**config.mk**
```make
export PLATFORM = sky130hd
export DESIGN_NAME = param_commit_ctrl_flat
export DESIGN_NICKNAME = d
export VERILOG_FILES = /design/src/rtl/param_commit_ctrl_if.sv /design/src/rtl/param_commit_ctrl.sv /design/src/flat_wrapper.sv
export SDC_FILE = /design/constraint.sdc
export NUM_CORES = 1
export LEC_CHECK = 0
export CAP_MARGIN = 30
export CORE_ASPECT_RATIO = 0.7
export CORE_MARGIN = 3
export CORE_UTILIZATION = 25
export CTS_CLUSTER_SIZE = 24
export DETAILED_ROUTE_END_ITERATION = 8
export GPL_ROUTABILITY_DRIVEN = 0
export PLACE_DENSITY = 0.45
export SYNTH_ARGS = -nofsm -noshare
export SYNTH_HDL_FRONTEND = slang
export SYNTH_SLANG_ARGS = --single-unit
```
**constraint.sdc**
```tcl
create_clock -name i_Clock -period 9.5 [get_ports i_Clock]
set_input_delay 2.375 -clock i_Clock [delete_from_list [all_inputs] [get_ports i_Clock]]
set_output_delay 2.375 -clock i_Clock [all_outputs]
set_load 0.005 [all_outputs]
```
**src/rtl/param_commit_ctrl_if.sv**
```systemverilog
// Bundles the ADC parameter inputs and the committed datapath outputs of param_commit_ctrl.
// The controller connects through the slave modport; the driver of the ADC inputs uses master.
interface param_commit_ctrl_if #(
  parameter int unsigned DIV_BIT = 9
);
  logic                i_Data_Received;
  logic [15:0]         i_Data0;
  logic [15:0]         i_Data1;
  logic [15:0]         i_Data2;
  logic [15:0]         i_Data3;
  logic                i_Frame_Start;
  logic                i_Clear_Err;
  logic [15:0]         o_Frequency;
  logic [DIV_BIT-1:0]  o_Harmonic_Scale;
  logic [DIV_BIT-1:0]  o_Scale_Initial;
  logic [15:0]         o_Freq_Scale;
  logic                o_Update;
  logic                o_Pending;
  logic                o_Overrun;

  modport slave (
    input  i_Data_Received, i_Data0, i_Data1, i_Data2, i_Data3, i_Frame_Start, i_Clear_Err,
    output o_Frequency, o_Harmonic_Scale, o_Scale_Initial, o_Freq_Scale, o_Update, o_Pending, o_Overrun
  );

  modport master (
    output i_Data_Received, i_Data0, i_Data1, i_Data2, i_Data3, i_Frame_Start, i_Clear_Err,
    input  o_Frequency, o_Harmonic_Scale, o_Scale_Initial, o_Freq_Scale, o_Update, o_Pending, o_Overrun
  );
endinterface

```
**src/rtl/param_commit_ctrl.sv**
```systemverilog
// Shadow-banks ADC parameter sets and commits them to the harmonic datapath only on frame
// boundaries, slew-limiting the frequency by at most MAX_STEP per frame.
module param_commit_ctrl #(
  parameter int unsigned DIV_BIT   = 9,
  parameter logic [15:0] INIT_FREQ = 16'd1000,
  parameter logic [15:0] FREQ_MIN  = 16'd16,
  parameter logic [15:0] FREQ_MAX  = 16'd60000,
  parameter logic [15:0] MAX_STEP  = 16'd256
) (
  input  logic              i_Clock,
  input  logic              i_Reset_n,
  param_commit_ctrl_if.slave bus
);

  localparam logic [1:0] ST_IDLE    = 2'd0;
  localparam logic [1:0] ST_PENDING = 2'd1;
  localparam logic [1:0] ST_COMMIT  = 2'd2;
  localparam logic [DIV_BIT-1:0] SCALE_ONES = {DIV_BIT{1'b1}};
  localparam logic [DIV_BIT-1:0] SCALE_ZERO = {DIV_BIT{1'b0}};

  function automatic logic [15:0] clamp_freq(input logic [15:0] f);
    if (f < FREQ_MIN) begin
      clamp_freq = FREQ_MIN;
    end else if (f > FREQ_MAX) begin
      clamp_freq = FREQ_MAX;
    end else begin
      clamp_freq = f;
    end
  endfunction

  // 17-bit signed distance so the step never wraps around 0 or 65535.
  function automatic logic [15:0] slew_step(input logic [15:0] cur, input logic [15:0] tgt);
    logic signed [16:0] diff;
    diff = $signed({1'b0, tgt}) - $signed({1'b0, cur});
    if (diff > $signed({1'b0, MAX_STEP})) begin
      slew_step = cur + MAX_STEP;
    end else if (diff < -$signed({1'b0, MAX_STEP})) begin
      slew_step = cur - MAX_STEP;
    end else begin
      slew_step = tgt;
    end
  endfunction

  logic [1:0]         state_q, state_d;
  logic               dr_q, armed_q;
  logic [15:0]        sh_freq_q, sh_freq_d, sh_fsc_q, sh_fsc_d;
  logic [DIV_BIT-1:0] sh_hs_q, sh_hs_d, sh_si_q, sh_si_d;
  logic [15:0]        tgt_q, tgt_d, freq_q, freq_d, fsc_q, fsc_d;
  logic [DIV_BIT-1:0] hs_q, hs_d, si_q, si_d;
  logic               upd_q, upd_d, pend_q, pend_d, ovr_q, ovr_d;
  logic               capture_s;
  logic               unused_bits_s;

  // armed_q masks the first cycle after reset so a level still high from before reset is not a new edge.
  assign capture_s     = bus.i_Data_Received & ~dr_q & armed_q;
  assign unused_bits_s = ^{bus.i_Data1[15:DIV_BIT], bus.i_Data2[15:DIV_BIT]};

  // Next-state logic: capture, frame commit, idle slew, sticky overrun and update pulse.
  always_comb begin
    state_d   = state_q;
    sh_freq_d = sh_freq_q;
    sh_hs_d   = sh_hs_q;
    sh_si_d   = sh_si_q;
    sh_fsc_d  = sh_fsc_q;
    tgt_d     = tgt_q;
    freq_d    = freq_q;
    hs_d      = hs_q;
    si_d      = si_q;
    fsc_d     = fsc_q;
    pend_d    = pend_q;

    if (bus.i_Clear_Err) begin
      ovr_d = 1'b0;
    end else begin
      ovr_d = ovr_q;
    end

    if (capture_s) begin
      sh_freq_d = clamp_freq(bus.i_Data0);
      sh_hs_d   = bus.i_Data1[DIV_BIT-1:0];
      sh_si_d   = bus.i_Data2[DIV_BIT-1:0];
      sh_fsc_d  = bus.i_Data3;
    end else begin
      sh_freq_d = sh_freq_q;
    end

    case (state_q)
      ST_IDLE: begin
        if (capture_s) begin
          state_d = ST_PENDING;
          pend_d  = 1'b1;
        end else begin
          state_d = ST_IDLE;
        end
        // A frame start here only slews; data captured in the same cycle waits a frame.
        if (bus.i_Frame_Start) begin
          freq_d = slew_step(freq_q, tgt_q);
        end else begin
          freq_d = freq_q;
        end
      end
      ST_PENDING: begin
        if (capture_s) begin
          ovr_d = 1'b1;
        end else begin
          ovr_d = ovr_d;
        end
        if (bus.i_Frame_Start) begin
          state_d = ST_COMMIT;
        end else begin
          state_d = ST_PENDING;
        end
      end
      ST_COMMIT: begin
        tgt_d  = sh_freq_q;
        hs_d   = sh_hs_q;
        si_d   = sh_si_q;
        fsc_d  = sh_fsc_q;
        freq_d = slew_step(freq_q, sh_freq_q);
        if (capture_s) begin
          state_d = ST_PENDING;
          pend_d  = 1'b1;
        end else begin
          state_d = ST_IDLE;
          pend_d  = 1'b0;
        end
      end
      default: begin
        state_d = ST_IDLE;
        pend_d  = 1'b0;
      end
    endcase

    upd_d = (freq_d != freq_q) | (hs_d != hs_q) | (si_d != si_q) | (fsc_d != fsc_q);
  end

  // State and output registers; reset discards the shadow bank without an update pulse.
  always_ff @(posedge i_Clock or negedge i_Reset_n) begin
    if (!i_Reset_n) begin
      state_q   <= ST_IDLE;
      dr_q      <= 1'b0;
      armed_q   <= 1'b0;
      sh_freq_q <= INIT_FREQ;
      sh_hs_q   <= SCALE_ZERO;
      sh_si_q   <= SCALE_ONES;
      sh_fsc_q  <= 16'd0;
      tgt_q     <= INIT_FREQ;
      freq_q    <= INIT_FREQ;
      hs_q      <= SCALE_ZERO;
      si_q      <= SCALE_ONES;
      fsc_q     <= 16'd0;
      upd_q     <= 1'b0;
      pend_q    <= 1'b0;
      ovr_q     <= 1'b0;
    end else begin
      state_q   <= state_d;
      dr_q      <= bus.i_Data_Received;
      armed_q   <= 1'b1;
      sh_freq_q <= sh_freq_d;
      sh_hs_q   <= sh_hs_d;
      sh_si_q   <= sh_si_d;
      sh_fsc_q  <= sh_fsc_d;
      tgt_q     <= tgt_d;
      freq_q    <= freq_d;
      hs_q      <= hs_d;
      si_q      <= si_d;
      fsc_q     <= fsc_d;
      upd_q     <= upd_d;
      pend_q    <= pend_d;
      ovr_q     <= ovr_d;
    end
  end

  assign bus.o_Frequency      = freq_q;
  assign bus.o_Harmonic_Scale = hs_q;
  assign bus.o_Scale_Initial  = si_q;
  assign bus.o_Freq_Scale     = fsc_q;
  assign bus.o_Update         = upd_q;
  assign bus.o_Pending        = pend_q;
  assign bus.o_Overrun        = ovr_q;

endmodule

```
**src/flat_wrapper.sv**
```systemverilog
// flat-port wrapper written by rule: the top's interface ports become plain ports
module param_commit_ctrl_flat 
#(
  parameter int unsigned DIV_BIT   = 9,
  parameter logic [15:0] INIT_FREQ = 16'd1000,
  parameter logic [15:0] FREQ_MIN  = 16'd16,
  parameter logic [15:0] FREQ_MAX  = 16'd60000,
  parameter logic [15:0] MAX_STEP  = 16'd256
)
  (i_Clock, i_Reset_n, bus_i_Data_Received, bus_i_Data0, bus_i_Data1, bus_i_Data2, bus_i_Data3, bus_i_Frame_Start, bus_i_Clear_Err, bus_o_Frequency, bus_o_Harmonic_Scale, bus_o_Scale_Initial, bus_o_Freq_Scale, bus_o_Update, bus_o_Pending, bus_o_Overrun);
  param_commit_ctrl_if #(.DIV_BIT(DIV_BIT)) bus_i ();
  input  logic i_Clock;
  input  logic i_Reset_n;
  input wire logic [$bits(bus_i.i_Data_Received)-1:0] bus_i_Data_Received;
  input wire logic [$bits(bus_i.i_Data0)-1:0] bus_i_Data0;
  input wire logic [$bits(bus_i.i_Data1)-1:0] bus_i_Data1;
  input wire logic [$bits(bus_i.i_Data2)-1:0] bus_i_Data2;
  input wire logic [$bits(bus_i.i_Data3)-1:0] bus_i_Data3;
  input wire logic [$bits(bus_i.i_Frame_Start)-1:0] bus_i_Frame_Start;
  input wire logic [$bits(bus_i.i_Clear_Err)-1:0] bus_i_Clear_Err;
  output wire logic [$bits(bus_i.o_Frequency)-1:0] bus_o_Frequency;
  output wire logic [$bits(bus_i.o_Harmonic_Scale)-1:0] bus_o_Harmonic_Scale;
  output wire logic [$bits(bus_i.o_Scale_Initial)-1:0] bus_o_Scale_Initial;
  output wire logic [$bits(bus_i.o_Freq_Scale)-1:0] bus_o_Freq_Scale;
  output wire logic [$bits(bus_i.o_Update)-1:0] bus_o_Update;
  output wire logic [$bits(bus_i.o_Pending)-1:0] bus_o_Pending;
  output wire logic [$bits(bus_i.o_Overrun)-1:0] bus_o_Overrun;
  assign bus_i.i_Data_Received = bus_i_Data_Received;
  assign bus_i.i_Data0 = bus_i_Data0;
  assign bus_i.i_Data1 = bus_i_Data1;
  assign bus_i.i_Data2 = bus_i_Data2;
  assign bus_i.i_Data3 = bus_i_Data3;
  assign bus_i.i_Frame_Start = bus_i_Frame_Start;
  assign bus_i.i_Clear_Err = bus_i_Clear_Err;
  assign bus_o_Frequency = bus_i.o_Frequency;
  assign bus_o_Harmonic_Scale = bus_i.o_Harmonic_Scale;
  assign bus_o_Scale_Initial = bus_i.o_Scale_Initial;
  assign bus_o_Freq_Scale = bus_i.o_Freq_Scale;
  assign bus_o_Update = bus_i.o_Update;
  assign bus_o_Pending = bus_i.o_Pending;
  assign bus_o_Overrun = bus_i.o_Overrun;
  param_commit_ctrl #(.DIV_BIT(DIV_BIT), .INIT_FREQ(INIT_FREQ), .FREQ_MIN(FREQ_MIN), .FREQ_MAX(FREQ_MAX), .MAX_STEP(MAX_STEP)) u_core (.i_Clock(i_Clock), .i_Reset_n(i_Reset_n), .bus(bus_i));
endmodule
```
=== Yosys cells after proc, flatten, opt, wreduce, memory -nomap -nowiden ===
Cells that the tools add are included.

* Register bits after elaboration: 123
* Output and inout port bits: 53
* Logic and storage cells: 62

* $add $sub $neg: 4
* Reductions and logical operators: 3
* Bitwise operators: 7
* Equal/unequal tests: 7
* Muxes and demuxes: 20
* Order comparisons: 6

{| class="wikitable"
|+ Operators by type and width
! operator !! count
|-
| two-way mux 16 bit || 8
|-
| greater-than comparator 17 x 10 -> 1 bit (second input constant) || 2
|-
| < comparator 17 x 9 -> 1 bit (second input constant) || 2
|-
| subtractor 16 x 16 -> 17 bit || 2
|-
| inequality test 16 bit || 2
|-
| case mux 16 bit (2 select lines) || 1
|-
| two-way mux 9 bit || 2
|-
| inequality test 9 bit || 2
|-
| adder 16 x 9 -> 16 bit (second input constant) || 1
|-
| greater-than comparator 16 bit (second input constant) || 1
|-
| < comparator 16 x 5 -> 1 bit (second input constant) || 1
|-
| subtractor 16 x 9 -> 16 bit (second input constant) || 1
|-
| two-way mux 1 bit || 6
|-
| case mux 2 bit (2 select lines) || 1
|-
| bitwise OR 1 bit || 3
|-
| case mux 1 bit (3 select lines) || 1
|-
| bitwise AND 1 bit || 2
|-
| == test 2 x 1 -> 1 bit (second input constant) || 1
|-
| == test 2 bit (second input constant) || 1
|-
| zero test 2 bit || 1
|-
| two-way mux 2 bit || 1
|-
| inequality test 2 x 1 -> 1 bit (second input constant) || 1
|-
| NOT 1 bit || 2
|-
| AND reduction 2 bit || 1
|-
| OR reduction 2 bit || 1
|}

=== Logic depth before layout (Yosys ltp) ===
Gate-level depths: netlist (run 1).

* Depth in word-level cells: 10
* Gate-level depth with buffers: 19
* Mapped depth without buffers: 16

=== Least setup slack after synthesis (run 1) ===
No wires, ideal clock.

* Kind: register to register
* Start point: reg u_core.freq_q[3], in the netlist u_core.bus.o_Frequency[3]
* End point: reg u_core.upd_q, in the netlist u_core.bus.o_Update
* Path slack: 5.079 ns
* Arrival time: 4.289 ns
* Cell stages (with the launch flop): 17
* Clock period less this slack: 4.421 ns
* Setup time: 0.132 ns
* Cell sequence: dfstp_2 -> inv_1 -> ha_1 -> o211ai_2 -> a21oi_1 -> or3_1 -> a2111o_1 -> o32a_1 -> a2111o_1 -> nor3_4 -> or2_1 -> buf_2 -> mux2_2 -> a2111oi_2 -> and4bb_1 -> o2111a_1 -> nand4_1

* Cells in the longest elaborated chain, start to end: 10
* Elaborated cells between the ends (all ways): 18
* Classes of those cells: add/sub: 4; order compare: 4; eq/ne: 1; mux: 6; bitwise: 3

{| class="wikitable"
|+ Ends and longest elaborated chain
! element !! line !! text
|-
| from (decl) || param_commit_ctrl.sv:48 || <nowiki>logic [15:0] tgt_q, tgt_d, freq_q, freq_d, fsc_q, fsc_d;</nowiki>
|-
| from (signal assigned) || param_commit_ctrl.sv:164 || <nowiki>freq_q <= freq_d;</nowiki>
|-
| subtractor 16 x 16 -> 17 bit || param_commit_ctrl.sv:34 || <nowiki>diff = $signed({1'b0, tgt}) - $signed({1'b0, cur});</nowiki>
|-
| < comparator 17 x 9 -> 1 bit || param_commit_ctrl.sv:37 || <nowiki>end else if (diff < -$signed({1'b0, MAX_STEP})) begin</nowiki>
|-
| two-way mux 16 bit || param_commit_ctrl.sv:37 ||
|-
| two-way mux 16 bit || param_commit_ctrl.sv:35 || <nowiki>if (diff > $signed({1'b0, MAX_STEP})) begin</nowiki>
|-
| two-way mux 16 bit || param_commit_ctrl.sv:96 || <nowiki>if (bus.i_Frame_Start) begin</nowiki>
|-
| case mux 16 bit (2 select lines) || param_commit_ctrl.sv:87 || <nowiki>case (state_q)</nowiki>
|-
| inequality test 16 bit (*) || param_commit_ctrl.sv:134 || <nowiki>upd_d = (freq_d != freq_q) | (hs_d != hs_q) | (si_d != si_q) | (fsc_d != fsc_q);</nowiki>
|-
| bitwise OR 1 bit (*) (3 in series) || param_commit_ctrl.sv:134 ||
|-
| named net u_core.upd_d || param_commit_ctrl.sv:50 || <nowiki>logic upd_q, upd_d, pend_q, pend_d, ovr_q, ovr_d;</nowiki>
|-
| to (signal assigned) || param_commit_ctrl.sv:168 || <nowiki>upd_q <= upd_d;</nowiki>
|-
| to (decl) || param_commit_ctrl.sv:50 ||
|}

Mark *: on every way through the listed nets, which the timed path passes. The rest lies on a longest branch.
A chain may end at the register's enable or synchronous reset.

=== Worst setup path in the final report (run 1) ===
* Start point: reg u_core.freq_q[11], in the netlist u_core.bus.o_Frequency[11]
* End point: reg u_core.upd_q, in the netlist u_core.bus.o_Update

Same word-level chain as after synthesis.

==> reports/results.txt, run 1 <==
The run finished with clean final reports. Sorting the synthesized cells by how often they occur yields sky130_fd_sc_hd__nand2_1, sky130_fd_sc_hd__dfrtp_1, sky130_fd_sc_hd__o21ai_0. The region available for standard cell placement spans 33000 sq um.

After synthesis, the largest family of logic cells by area is compound AO/OA/AOI/OAI gates. For the mapped cell area, the log shows 8520 sq um. Fraction of layout instances using a drive strength above 1: 0.129. At the pin with the least slew margin, the transition time is 857 ps. In this run the post-CTS setup repair buffer count came out at 0. The adder-cell share of the synthesized area was 0.0546.

The wire length of the first global-routing pass is 46.6 mm. Global routing finished with a remaining overflow of 0. The post-synthesis mux area share was 0.0681. The largest individual stage delay along the critical path comes from the cell sky130_fd_sc_hd__nor4_1. From left edge to right edge, the die measures 227 um. TritonCTS built the clock tree. The run gives 5840 ps as the critical path data arrival time. Detailed routing inserted a total of 7904 vias. After synthesis, the cell types taking the most area are sky130_fd_sc_hd__dfrtp_1, sky130_fd_sc_hd__dfstp_2, sky130_fd_sc_hd__nand2_1. The clock passes through at most 2 buffers. Derived from the worst setup path, the maximum achievable clock frequency is 181 MHz.

The endpoint identified for the worst register-to-register timing path is u_core.bus.o_Update. The run gives 72 as the maximum number of pins on one net before global-route repair. Count of flip-flops with a built-in enable after synthesis: 0. In this design, the largest share of critical-path delay is due to compound AO/OA/AOI/OAI gates. The number of global-route vias before repair was 7482; the first-pass iteration count of the detailed router was 5. For the final routed database, the setup TNS stands at 0 ps.

In this run the most critical hold path is launched from u_core.tgt_q[3]. The run gives 4970 sq um as the area used by multi-input combinational logic. For this design the ratio of total power to cell area is 322 nW/um^2. Total number of placement rows: 55.

For the number of antenna violations at the first check in global routing, the log shows 0. VDD sags by at most 0.0911 mV. The post-route fraction of the period consumed by the critical path was 0.581; the clock buffer count from CTS was 17.

The worst setup path is captured at a register. Counting buffers and inverters, the worst setup path is 15 cells deep. In this run the remaining antenna-violating nets after routing total 0. The number of instances on the worst hold path came out at 2. The logs give 0.366 for the sequential cell area fraction in the yosys report and 3120 sq um for the sequential cell area in the final layout. The worst register-to-register path has a setup slack of 3980 ps. The relative slew slack was 0.427.

The count of cells along the worst register-to-register path is 15. The number of vias per cell is 5.25. During I/O placement, the number of pins put on the boundary was 122. Setup violations remaining at the end of the flow were counted as 0. Antenna diode count: 0.

The worst hold path terminates at u_core.tgt_q[3]. Counting the fill cells in the layout gives 3437. In this run, synthesis produced a sequential element count of 123. The final count of pins violating max slew came out at 0. The synthesized-area fraction occupied by ao, oa, aoi and oai cells came out at 0.248. Number of failing hold endpoints at the final stage: 0.

Peak fanout along the critical path: 27. The required time of the worst setup path is 9820 ps. The die covers 36400 sq um. In this run, post-CTS hold repair placed 0 buffers. CTS saw 123 sinks.

The clock root buffer master is sky130_fd_sc_hd__clkbuf_16. After detailed routing, the average wire length per cell comes to 20.1 um. The minimum period implied by the final worst setup slack is 5520 ps. From bottom edge to top edge, the die measures 160 um.

Summed over all cells, the static leakage comes to 4.32 nW. After clock tree synthesis, the repair step resized 0 gates. In the routed design, unresolved DRC markers number 0.

Synthesized-area fraction occupied by and/or/nand/nor cells: 0.172. Classification of the worst setup path: reg2reg. The tightest min-delay check is of the reg2reg type. The async set-or-reset flop fraction in the synthesized netlist works out to 1.00. The most instantiated library cell after synthesis was sky130_fd_sc_hd__nand2_1. The final-stage net count is 1170, and the clock latency at the later pin of the worst-skew pair is 440 ps. The detailed router finished its first iteration with 635 violations. The share of Yosys cell area claimed by the top area cell type came out at 0.255. Setup repair after global routing left no endpoint under its margin. The routed wire length came out at 30.2 mm.

The count of warnings emitted by yosys came out at 0. The area share of xor/xnor cells in the synthesized design was 0.0390; the worst-case clock skew was 15.1 ps. Count of buffering cells on the critical path with inverters included: 1. The number of nets handed over by synthesis was 1086. Input and output buffers added on the ports amount to 107. The number of maximum-capacitance constraint violations is 0, and the half-perimeter wire length of the detailed placement result is 22.9 mm.

The library cell occupying the most area in the post-synthesis netlist was sky130_fd_sc_hd__dfrtp_1. The critical path goes through inv_1 -> ha_1 -> a21oi_1 -> o21ai_1 -> a22o_1 -> a21o_1 -> nor4_1 -> nand4_1 -> mux2_4 -> nand2b_4 -> o2111a_1 -> a2111oi_2 -> and4bb_1 -> o2111a_1 -> nand4_1. The H-tree was split into 4 levels. STA classifies the critical path startpoint as a register. The overall track demand over capacity in global routing was 0.167.

Launch instance of the worst register-to-register path: u_core.bus.o_Frequency[11]. The area growth from synthesis to layout is 24.9%. The synthesized area divided by synthesized cell count was 8.69 sq um. For this run, the leading register cell type out of synthesis is sky130_fd_sc_hd__dfrtp_1. For the final core utilization, the log shows 0.323. Maximum single-stage delay on the critical path: 680 ps.

The initial cell density of the core is 0.259, and the CTS clock-pin slew for the worst setup and hold paths is 70 ps. The unique cell type count in the Yosys netlist is 87, and the synthesized instance count is 981.
==> worst reg2reg max path: stages, from the launching register on <==
cell and delay [ps]:
sky130_fd_sc_hd__dfrtp_1 630, sky130_fd_sc_hd__inv_1 300, sky130_fd_sc_hd__ha_1 490, sky130_fd_sc_hd__a21oi_1 310
sky130_fd_sc_hd__o21ai_1 180, sky130_fd_sc_hd__a22o_1 260, sky130_fd_sc_hd__a21o_1 210, sky130_fd_sc_hd__nor4_1 680
sky130_fd_sc_hd__nand4_1 370, sky130_fd_sc_hd__mux2_4 500, sky130_fd_sc_hd__nand2b_4 220, sky130_fd_sc_hd__o2111a_1 260
sky130_fd_sc_hd__a2111oi_2 340, sky130_fd_sc_hd__and4bb_1 270, sky130_fd_sc_hd__o2111a_1 270, sky130_fd_sc_hd__nand4_1 110
==> power by group <==
group	internal (mW)	switching (mW)
logic	0.773	1.03
clock network	0.447	0.262
registers	0.708	0.209
==> cell families after synthesis <==
kind of cell	count (synthesis)
DFF	123
adders and majority gates	36
buffers and inverters	113
and+or+nand+nor	307
xor gates and xnor gates	38
AOI/OAI and AO/OA	311
other	1
muxes	52
==> metal layers <==
metal / part of all wire / routed length (um) / global-route usage
met5: 0 / 0 / 0
met4: 0.0088 / 267 / 0.0390
met3: 0.071 / 2140 / 0.0420
met2: 0.38 / 11500 / 0.209
met1: 0.54 / 16300 / 0.276
==> sequential cells by signal, summed over array words and instances, names as in the netlist, 16 cells and up <==
register,cells
u_core.sh_fsc_q,16
u_core.bus.o_Frequency,16
u_core.bus.o_Freq_Scale,16
u_core.tgt_q,16
u_core.sh_freq_q,16
==> layout make-up <==
class	instances	area share
Timing Repair Buffer	114	0.108
Clock inverter	14	0.0182
Sequential cell	123	0.293
Clock buffer	18	0.0413
Multi-Input combinational cell	745	0.467
Inverter	64	0.0226
Tap cell	427	0.0502
==> placed cells by master, fill, tap and decap left out, types with 8 or more instances in the layout <==
master                              n
sky130_fd_sc_hd__nor2_1            51
sky130_fd_sc_hd__a31oi_1            8
sky130_fd_sc_hd__o21a_1            11
sky130_fd_sc_hd__a21oi_1           57
sky130_fd_sc_hd__xnor2_1           28
sky130_fd_sc_hd__clkdlybuf4s50_1  106
sky130_fd_sc_hd__o211ai_1          10
sky130_fd_sc_hd__nor4_1            14
sky130_fd_sc_hd__mux2i_1           10
sky130_fd_sc_hd__clkbuf_16         17
sky130_fd_sc_hd__nand4_1           14
sky130_fd_sc_hd__dfrtp_1           87
sky130_fd_sc_hd__mux2_2            40
sky130_fd_sc_hd__a22o_1             8
sky130_fd_sc_hd__nand2_1          130
sky130_fd_sc_hd__o221ai_1           8
sky130_fd_sc_hd__inv_1             62
sky130_fd_sc_hd__nand2b_1          10
sky130_fd_sc_hd__ha_1              34
sky130_fd_sc_hd__dfstp_2           36
sky130_fd_sc_hd__o21ai_0           78
sky130_fd_sc_hd__a21o_1            10
sky130_fd_sc_hd__nand3_1           15
sky130_fd_sc_hd__nor3_1            25
sky130_fd_sc_hd__xor2_1            10
sky130_fd_sc_hd__o22ai_1           34
==> worst max-delay path by stage <==
stage,start,end
6_report,u_core.bus.o_Frequency[11],u_core.bus.o_Update
5_1_grt,u_core.bus.o_Frequency[8],u_core.bus.o_Update
4_1_cts,u_core.bus.o_Frequency[8],u_core.bus.o_Update
3_5_place_dp,bus_i_Frame_Start,u_core.bus.o_Update
3_3_place_gp,bus_i_Frame_Start,u_core.bus.o_Update
2_1_floorplan,u_core.bus.o_Frequency[3],u_core.bus.o_Update
==> stage by stage <==
| step | std cells | power, mW | hold slack (ps) | worst slack [ps] | cell area, sq um |
|---|---|---|---|---|---|
| 2_1_floorplan | 981 | 2.04 | 448 | 5080 | 8520 |
| 3_3_place_gp | 1472 | 2.68 | 480 | 4070 | 9990 |
| 3_5_place_dp | 1472 | 2.69 | 487 | 4080 | 9990 |
| 4_1_cts | 1504 | 3.42 | 498 | 4240 | 10600 |
| 5_1_grt | 1505 | 3.68 | 518 | 3740 | 10600 |
| 6_report | 1505 | 3.43 | 494 | 3980 | 10600 |
(Power assumes the default switching activity.)
==> run 2: changes to the inputs <==
--- a/config.mk
+++ b/config.mk
@@ -12,7 +12,7 @@
 export CTS_CLUSTER_SIZE = 24
 export DETAILED_ROUTE_END_ITERATION = 8
 export GPL_ROUTABILITY_DRIVEN = 0
-export PLACE_DENSITY = 0.45
+export PLACE_DENSITY = 0.46
 export SYNTH_ARGS = -nofsm -noshare
 export SYNTH_HDL_FRONTEND = slang
 export SYNTH_SLANG_ARGS = --single-unit
==> constraint.sdc (replaced) <==
create_clock -name i_Clock -period 4.5 [get_ports i_Clock]
set_input_delay 1.125 -clock i_Clock [delete_from_list [all_inputs] [get_ports i_Clock]]
set_output_delay 1.125 -clock i_Clock [all_outputs]
set_load 0.005 [all_outputs]
==> run 2 against run 1 <==
  * First-iteration DRC count rose by 7.9%
  * Sequential power grew 96%
  * Non-clock buffer count rose by 128
==> reports/results.txt, run 2 (synthesis results as in run 1) <==
The flow ran to the end, and the final reports show no timing, DRC or antenna violations. The post-route fraction of the period consumed by the critical path was 0.966 (+0.385); the setup TNS was 0 ps (unchanged). The highest achievable clock rate came out at 230 MHz (+27%).

The logs give 1298 (+11%) for the final-stage net count and 10.3 ps (-4.89 ps) for the worst-case clock skew. The number of H-tree branching levels came out at 4 (unchanged). The routed wire length was 31.3 mm (+3.8%). The final-report setup violation count came out at 0 (unchanged). The maximum number of pins on one net before global-route repair was 100 (+39%); the total leakage power was 4.96 nW (+15%). The minimum period implied by the final worst setup slack is 4350 ps (-1170 ps), and the peak supply drop is 0.220 mV (+140%).

For the antenna diode count, the log shows 0 (unchanged). The tightest min-delay check is of the reg2reg type. The run gives 0 (unchanged) as the final count of pins violating max slew. The run gives 0.490 (+0.0635) as the relative slew slack. The signal on the critical path passes through ha_1 -> fa_2 -> nand2b_4 -> a21oi_1 -> xor2_1 -> a2111o_1 -> o32a_1 -> a2111o_1 -> nor3_4 -> or2_1 -> mux2_2 -> a2111oi_4 -> and4bb_1 -> o2111a_1 -> nand4_1. The clock root buffer master is sky130_fd_sc_hd__clkbuf_16.

The count of buffers inserted at the top-level ports was 107 (unchanged); the total number of placement rows was 55 (unchanged). The clock tree buffer depth was 2 (unchanged); the final instance area was 11900 sq um (+12%). The overall power was 8.08 mW (+140%); the maximum single-stage delay on the critical path was 440 ps (-240 ps).

For the placed instance count, the log shows 1594 (+8.3%). The most common cell after layout, fill and taps aside was sky130_fd_sc_hd__buf_4. The width of the die was 227 um (unchanged); the number of global-route vias before repair was 8026 (+7.3%). The I/O pin total was 122 (unchanged). CTS clock-pin slew for the worst setup and hold paths: 60 ps (about the same).

The clock buffer count from CTS is 17 (unchanged). The count of buffering cells on the critical path with inverters included was 0 (-1); the core footprint was 33000 sq um (unchanged). The final core utilization was 0.360 (+0.0372). The classification of the worst setup path is reg2reg. The worst slack at placement is -60.9 ps (-4140 ps), and the residual DRC count is 0 (unchanged). The overall overflow remaining after global route is 0 (unchanged).

The worst setup path is launched from a register. The power density over cell area came out at 680 nW/um^2 (+110%). Among all stages on the critical path, the largest delay is contributed by sky130_fd_sc_hd__dfrtp_2.

For the count of nets left with antenna violations after detail routing, the log shows 0 (unchanged). The endpoint type of the worst setup path was a register. The run gives 503 ps (+8.70 ps) as the final hold slack. Broken down by cell family, the worst path's largest delay share belongs to compound AO/OA/AOI/OAI gates. The run gives 24.3 mm (+6.0%) as the half-perimeter wire length of the detailed placement result. The cell area after placement is 10900 sq um (+9.3%), and the average wire per cell in the routed design is 19.2 um (-4.3%). The overall track demand over capacity in global routing is 0.174 (+0.00655). The logs give 0.259 (unchanged) for the initial cell density of the core and 36400 sq um (unchanged) for the die area. The worst path setup slack after routing was 154 ps (-3830 ps); the wire length of the first global-routing pass was 48.4 mm (+3.8%). The clock latency at the later pin of the worst-skew pair was 440 ps (about the same). In the layout the commonest cells are sky130_fd_sc_hd__buf_4, sky130_fd_sc_hd__nand2_1, sky130_fd_sc_hd__clkdlybuf4s50_1, sky130_fd_sc_hd__dfrtp_1, sky130_fd_sc_hd__o21ai_0. Fraction of layout instances using a drive strength above 1: 0.251 (+0.122). The required time of the worst setup path came out at 4800 ps (-5020 ps).

Relative to the synthesized area, the layout overhead comes to 39.3%. The run gives 4650 ps (-1190 ps) as the critical path data arrival time. Die outline height: 160 um (unchanged). The sink count of the clock tree is 123 (unchanged). TritonCTS built the clock tree. The most numerous cell type found on the critical path is sky130_fd_sc_hd__a2111o_1. The number of vias per cell was 5.08 (-3.3%); the first-pass iteration count of the detailed router was 5 (unchanged). The number of maximum-capacitance constraint violations was 0 (unchanged); the number of design-rule violations left by the first detailed-router iteration was 685 (+7.9%). The quantity of hold-fixing buffers added after cts was 0 (unchanged); the transition time at the pin with the least slew margin was 757 ps (-99.6 ps). Vias after detailed routing: 8296 (+5.0%).

The number of cells in the finished layout apart from fillers was 1633 (+8.5%). The number of failing hold endpoints at the final stage is 0 (unchanged), and the number of antenna violations at the first check in global routing is 1 (+1). The peak fanout along the critical path works out to 4 (-85%).
run 2: cell count changes in the layout (fill, tap and decap cells not counted), moves of 4 or more:
cell,change
sky130_fd_sc_hd__ha_2,+4
sky130_fd_sc_hd__ha_4,+8
sky130_fd_sc_hd__clkbuf_8,+4
sky130_fd_sc_hd__buf_4,+125
sky130_fd_sc_hd__o21ai_0,-5
sky130_fd_sc_hd__ha_1,-12
sky130_fd_sc_hd__a21oi_1,-4
run 2: what timing repair did:
item,4_1_cts,5_1_grt
gates resized for setup,3,52
pin swaps,7,23
buffers inserted,1,5
setup endpoints to repair,1,2
run 2: power breakdown:
group,internal (mW),switching [mW]
Combinational,2.30,2.57
Clock,0.885,0.518
Sequential,1.50,0.302
Total,4.68,3.39
run 2: final cells by class:
type                       count  area (sq um)
clock buffer                  25           505
clock inverter                 7          90.1
fill                        3386         21100
inverter                      64           244
multi-input combinational    745          5240
sequential                   123          3120
tap                          427           534
timing repair buffer         242          2130
run 2: final timing paths:
path	start	end	slack, ps	depth (start not counted)
max in group asynchronous	i_Reset_n	u_core.sh_freq_q[9]	3190	2
min	u_core.tgt_q[6]	u_core.tgt_q[6]	500	2
max	u_core.bus.o_Frequency[0]	u_core.bus.o_Update	150	15
min reg2reg	u_core.tgt_q[6]	u_core.tgt_q[6]	500	2
min in group asynchronous	i_Reset_n	u_core.bus.o_Frequency[13]	610	1
max reg2reg	u_core.bus.o_Frequency[0]	u_core.bus.o_Update	150	15
run 2: tightest hold or removal path, delay by kind of cell, from the launching register on:
family	cells	cell delay [ps]
DFF	1	390
and+or+nand+nor	2	100
run 2: routing by layer:
| metal | routed length (um) | vias up | part of all wire | GRT usage |
|---|---|---|---|---|
| li1 | - | 4038 | - | - |
| met1 | 16900 | 4030 | 0.54 | 0.283 |
| met2 | 11900 | 207 | 0.38 | 0.219 |
| met3 | 2290 | 21 | 0.073 | 0.0515 |
| met4 | 235 | 0 | 0.0075 | 0.0338 |
| met5 | 0 | - | 0 | 0 |
